==> config.mk <==
export PLATFORM = sky130hd
export DESIGN_NAME = vector_lsu_strided
export DESIGN_NICKNAME = d
export VERILOG_FILES = /design/src/rtl/vector_lsu_strided.sv
export SDC_FILE = /design/constraint.sdc
export NUM_CORES = 1
export LEC_CHECK = 0
export ABC_AREA = 1
export CORE_UTILIZATION = 45
export DETAILED_ROUTE_END_ITERATION = 10
export PLACE_DENSITY_LB_ADDON = 0.25
export SLEW_MARGIN = 30
export SYNTH_ARGS = -nofsm -noshare
export SYNTH_HDL_FRONTEND = slang
export SYNTH_SLANG_ARGS = --single-unit
==> constraint.sdc <==
create_clock -name clk -period 9 [get_ports clk]
set_input_delay 1.35 -clock clk [delete_from_list [all_inputs] [get_ports clk]]
set_output_delay 1.35 -clock clk [all_outputs]
set_load 0.02 [all_outputs]
==> src/rtl/vector_lsu_strided.sv <==
// vector_lsu_strided
//
// Memory-stage load/store sequencer. A vector access of L lanes is broken
// into L single-word transactions on the data memory port, one lane per
// cycle, with lane addresses spaced by a signed byte stride and gated by a
// per-lane enable mask. The pipeline is frozen while the lanes are issued.
// Scalar accesses bypass the sequencer combinationally with no added latency.
//
// Ports:
//   clk            system clock, all state changes on the rising edge
//   rst            synchronous, active-low reset
//   req_valid      memory-stage instruction performs a memory access
//   req_write      1 = store, 0 = load
//   req_vector     1 = vector access, 0 = scalar access
//   base_addr      byte address of lane 0 (scalar: the access address)
//   stride         signed byte stride between consecutive lanes
//   lane_mask      bit i enables lane i (vector only)
//   wdata          store data, lane i in bits [N*i+N-1 : N*i]
//   mem_rdata      asynchronous read data for the current m_address
//   stall_cpu      freezes PC and all pipe registers
//   mem_wen_output data memory write enable
//   m_address      data memory byte address
//   to_mem_data    data memory write data
//   output_vector  load result towards the writeback pipe
//   done           single-cycle pulse when a vector access completes
//   addr_fault     sticky: an enabled lane addressed above ADDR_MAX

module vector_lsu_strided #(
    parameter int            N        = 32,
    parameter int            L        = 4,
    parameter logic [N-1:0]  ADDR_MAX = 32'h3D08F
) (
    input  logic             clk,
    input  logic             rst,
    input  logic             req_valid,
    input  logic             req_write,
    input  logic             req_vector,
    input  logic [N-1:0]     base_addr,
    input  logic [N-1:0]     stride,
    input  logic [L-1:0]     lane_mask,
    input  logic [N*L-1:0]   wdata,
    input  logic [N-1:0]     mem_rdata,
    output logic             stall_cpu,
    output logic             mem_wen_output,
    output logic [N-1:0]     m_address,
    output logic [N-1:0]     to_mem_data,
    output logic [N*L-1:0]   output_vector,
    output logic             done,
    output logic             addr_fault
);

    localparam int             V         = N * L;
    localparam int             LW        = $clog2(L);
    localparam logic [LW-1:0]  LAST_LANE = LW'(L - 1);

    typedef enum logic [1:0] {
        IDLE,
        XFER,
        DONE
    } state_t;

    state_t          state;
    state_t          state_next;
    logic [LW-1:0]   lane_q;
    logic [N-1:0]    addr_q;
    logic [N-1:0]    stride_q;
    logic [L-1:0]    mask_q;
    logic [V-1:0]    wdata_q;
    logic            write_q;
    logic [V-1:0]    result_q;
    logic            fault_q;

    logic            lane_en;
    logic            lane_in_range;
    logic            scalar_in_range;

    // Per-lane qualifiers for the lane currently being issued. addr_q walks
    // base + i*stride by accumulation, so the address wraps mod 2^N for free.
    always_comb begin
        lane_en         = mask_q[lane_q];
        lane_in_range   = (addr_q <= ADDR_MAX);
        scalar_in_range = (base_addr <= ADDR_MAX);
    end

    // Sequencer state and datapath registers. The captured request fields
    // are deliberately left out of reset; they are reloaded at every vector
    // capture and nothing reads them outside XFER. Out-of-range or masked
    // lanes write zero into their result slot, so the result register always
    // reflects exactly the enabled, legal loads of the current access.
    always_ff @(posedge clk) begin
        if (!rst) begin
            state    <= IDLE;
            lane_q   <= '0;
            result_q <= '0;
            fault_q  <= 1'b0;
        end else begin
            state <= state_next;
            case (state)
                IDLE: begin
                    if (req_valid && req_vector) begin
                        addr_q   <= base_addr;
                        stride_q <= stride;
                        mask_q   <= lane_mask;
                        wdata_q  <= wdata;
                        write_q  <= req_write;
                        lane_q   <= '0;
                        result_q <= '0;
                        fault_q  <= 1'b0;
                    end
                end
                XFER: begin
                    lane_q <= lane_q + LW'(1);
                    addr_q <= addr_q + stride_q;
                    result_q[int'(lane_q)*N +: N] <=
                        (lane_en && lane_in_range && !write_q) ? mem_rdata : '0;
                    if (lane_en && !lane_in_range) begin
                        fault_q <= 1'b1;
                    end
                end
                default: begin
                end
            endcase
        end
    end

    // Next-state and output decode. Everything defaults to zero so that the
    // reset override and every unlisted case drive a quiet memory port. The
    // DONE state returns to IDLE unconditionally: the pipeline advances on
    // that edge, so the request still visible in DONE is the finished one.
    always_comb begin
        state_next     = state;
        stall_cpu      = 1'b0;
        mem_wen_output = 1'b0;
        m_address      = '0;
        to_mem_data    = '0;
        output_vector  = '0;
        done           = 1'b0;
        addr_fault     = 1'b0;

        if (rst) begin
            addr_fault = fault_q;
            case (state)
                IDLE: begin
                    if (req_valid && req_vector) begin
                        stall_cpu  = 1'b1;
                        state_next = XFER;
                    end else if (req_valid) begin
                        m_address      = scalar_in_range ? base_addr : '0;
                        to_mem_data    = wdata[N-1:0];
                        mem_wen_output = req_write && scalar_in_range;
                        output_vector  = {{(V-N){1'b0}}, mem_rdata};
                    end
                end
                XFER: begin
                    stall_cpu = 1'b1;
                    if (lane_en && lane_in_range) begin
                        m_address      = addr_q;
                        to_mem_data    = wdata_q[int'(lane_q)*N +: N];
                        mem_wen_output = write_q;
                    end
                    if (lane_q == LAST_LANE) begin
                        state_next = DONE;
                    end
                end
                DONE: begin
                    done          = 1'b1;
                    output_vector = result_q;
                    state_next    = IDLE;
                end
                default: begin
                    state_next = IDLE;
                end
            endcase
        end
    end

endmodule

==> key figures <==
Logic synthesis
  • Post-synth top flop: edfxtp_1
  • Simple-gate share of the synthesized area: 25.40%
  • Synth area leaders: edfxtp_1 35%, dfxtp_1 16%, nand2_1 8.1%
  • Main combinational cell family by area after synthesis: simple AND/OR/NAND/NOR gates
  • Post-synthesis compound-gate area fraction: 12.78%
  • Synth Area in XOR/XNOR: 0.6646%
  • Largest area contributor in the synthesized netlist: edfxtp_1
  • Synth cell types: 41
  • Area share of fa/ha/maj cells after synthesis: 2.673%
  • Mapped cell area: 17130 um2
  • Yosys top cell area share: 34.53%
  • Seq/Total Area, Yosys: 50.07%
  • Synth async-reset ratio: 0%
  • Post-synth EDFFs: 197
  • Average size of a mapped cell: 8.382 um2
  • FF+latch count, synth: 330
  • Cell count after synthesis: 2044
  • Yosys warns: 0
  • Post-synthesis mux area share: 0%

Critical path
  • Critical path type: flop to primary output
  • Slowest cell on crit path: dfxtp_4
  • Critical Path RT: 7.65 ns
  • CP Cell Sequence: buf_4, o21ai_1, o21ai_2, nand3_1, clkinv_1, buf_4, nand3_1, a21oi_1, clkdlybuf4s50_1
  • Slowest stage delay, CP: 0.88 ns
  • Critical path fanouts, max: 69
  • R2R depth: 10
  • Critical Path AT: 4.52 ns
  • Worst path depth: 9
  • CP delay by family, top: buffers and inverters
  • Crit end category: primary output
  • CP startpoint kind: flop
  • Worst path buffer plus inverter count: 4

Power
  • Logic pwr share: 12.7%
  • Power density over the cells: 156.6 nW/um2
  • Register share of total power: 46.6%
  • Psw: 0.9294 mW
  • Sw Share: 26.10%
  • Clock power share: 40.6%
  • Maximum vdd drop: 0.0001447 V
  • Leak: 8.108 nW
  • Internal: 2.632 mW

CTS
  • CTS tree: done
  • # Post-CTS Setup Buffers: 0
  • CTS Hold Buffers Added: 0
  • Clk sinks: 330
  • Clk Latency, worst-skew pair: 0.56 ns
  • Clock buffer depth: 3
  • CTS buffer count: 37
  • Root buffer cell: clkbuf_16
  • Post-CTS resize count: 0
  • Clock slew at reported path FFs: 0.06 ns
  • H-tree lvl count: 2

STA
  • Unrepaired setup endpoints after global routing: no
  • Endpoints failing setup: 0
  • Achievable frequency: 170.5 MHz
  • Final worst path period need: 5.865 ns
  • Final Hold Fails: 0
  • Period utilization: 65.17%
  • Final worst slack: 3.135 ns
  • TNS Setup: 0 ns
  • Slew margin rel.: 32.10%
  • Final Max Tran Viols: 0
  • Slew of the pin with the lowest slew margin: 1.018 ns
  • Layout Skew: 0.02171 ns

Floorplan
  • Row count: 71
  • Die area: 38860 um2
  • Core Area: 37580 um2
  • Die X: 197.1 um
  • IO Pins: 429
  • Die Y: 197.1 um
  • Initial Util: 45.59%

Place
  • IO buf count: 414
  • Post-DP HPWL: 38.43 mm
  • Pre-CTS WS: 3.495 ns
  • RePlAce Congestion: 0.9126

Outcome
  • Status: finished clean

Routing
  • DRC errors left: 0
  • Antenna Nets Post-Route: 0
  • Detailed Routing Iterations Pass 1: 7
  • DR vias/cell: 5.396
  • Routed vias: 15836
  • Initial DRC count: 1149
  • Final wirelength: 56.19 mm
  • DR WL/cell: 19.15 um

Global routing
  • Initial antenna violation count: 6
  • Largest net degree at the start of global routing: 166
  • Global-route wire length before repair: 86.04 mm
  • Vias in the first global route: 15470
  • Remaining global-route overflow: 0
  • Gr usage total: 28.57%

Worst hold path
  • Hold Path Class: flop to flop
  • Hold path depth: 2

Finish
  • Layout cells sized above 1: 5.459%
  • Area delta synth->final: 32.71%
  • Nets: 2658

Flow run
  • Max-cap violations: 0
-- power groups by stage --
| stage | Combinational [mW] | Clock, mW | Sequential [mW] |
|---|---|---|---|
| floorplan | 0.245 | 0 | 1.68 |
| global placement | 0.440 | 0 | 1.69 |
| detailed placement | 0.446 | 0 | 1.69 |
| CTS | 0.449 | 1.47 | 1.66 |
| global route | 0.492 | 1.52 | 1.66 |
| finish | 0.453 | 1.45 | 1.66 |
-- worst reg2reg max path: stages (launching register included) --
cell and delay, ns:
dfxtp_4 0.88, buf_4 0.73, inv_2 0.22, o21ai_1 0.20, o21ai_2 0.12, nand4_4 0.11, buf_6 0.61, buf_4 0.64
nor2_8 0.09, nand4_1 0.09, a21oi_1 0.08
-- registers in the layout, indices dropped and copies added (netlist names) --
register	flops
stride_q	32
write_q	1
fault_q	1
lane_q	2
mask_q	4
wdata_q	128
state	2
addr_q	32
result_q	128
-- cell usage in the layout (no fill, tap or decap), types with 91 or more instances in the layout --
cell type,n
nand4_1,91
nor2_1,262
edfxtp_1,197
nand2_1,367
nand3_1,125
a21oi_1,219
clkdlybuf4s50_1,414
o21ai_0,102
inv_1,199
dfxtp_1,132
-- area by class of cell --
type                       instances  area (um2)
fill                            3317       14840
sequential                       330        8582
multi-input combinational       1375        7214
timing repair buffer             435        4345
clock buffer                      47        1025
inverter                         210       793.3
tap                              511       639.4
clock inverter                    21       122.6
antenna                            6       15.01
-- cells in the mapped netlist (7+ instances only) --
master	instances
nand2_1	368
a21oi_1	219
nor2_1	267
buf_2	12
nand4_1	91
dfxtp_1	133
inv_1	205
nand3_1	125
xnor2_1	10
nor2_8	30
ha_1	35
o22ai_1	32
buf_1	19
nor3_1	10
o21bai_1	7
buf_4	14
edfxtp_1	197
clkbuf_1	94
o21ai_0	102
a22oi_1	32
-- kinds of logic after synthesis --
family                     Yosys count
adders and majority gates           36
DFF                                330
AOI/OAI and AO/OA                  405
and+or+nand+nor                    907
other                                1
xor gates and xnor gates            13
buffers and inverters              352
-- metrics by stage --
step	cells	total power [mW]	area [um2]	hold WS [ns]	util (%)
floorplan	2057	1.930	17180	0.4435	-
global placement	2859	2.131	21520	0.4518	57.27
detailed placement	2859	2.138	21520	0.4560	57.28
CTS	2927	3.575	22670	0.4656	60.33
global route	2934	3.676	22730	0.4754	60.50
finish	2935	3.561	22740	0.4647	60.51
-- per-layer routing --
layer / track usage [%] / part of all wire [%] / routed length, um
met1: 35.95 / 41 / 22800
met2: 46.88 / 48 / 26770
met3: 6.522 / 8.2 / 4588
met4: 12.69 / 3.6 / 2018
met5: 0 / 0.028 / 16
-- final timing paths --
kind | start | slack (ns) | end
setup / recovery | lane_q[0]$_SDFFE_PN0P_ | 3.13 | to_mem_data[7]
hold reg to reg | result_q[57]$_SDFFE_PN0P_ | 0.46 | result_q[57]$_SDFFE_PN0P_
hold / removal | result_q[57]$_SDFFE_PN0P_ | 0.46 | result_q[57]$_SDFFE_PN0P_
setup reg to reg | lane_q[0]$_SDFFE_PN0P_ | 5.08 | result_q[110]$_SDFFE_PN0P_
Note: power is estimated with default switching activity, not from simulation.
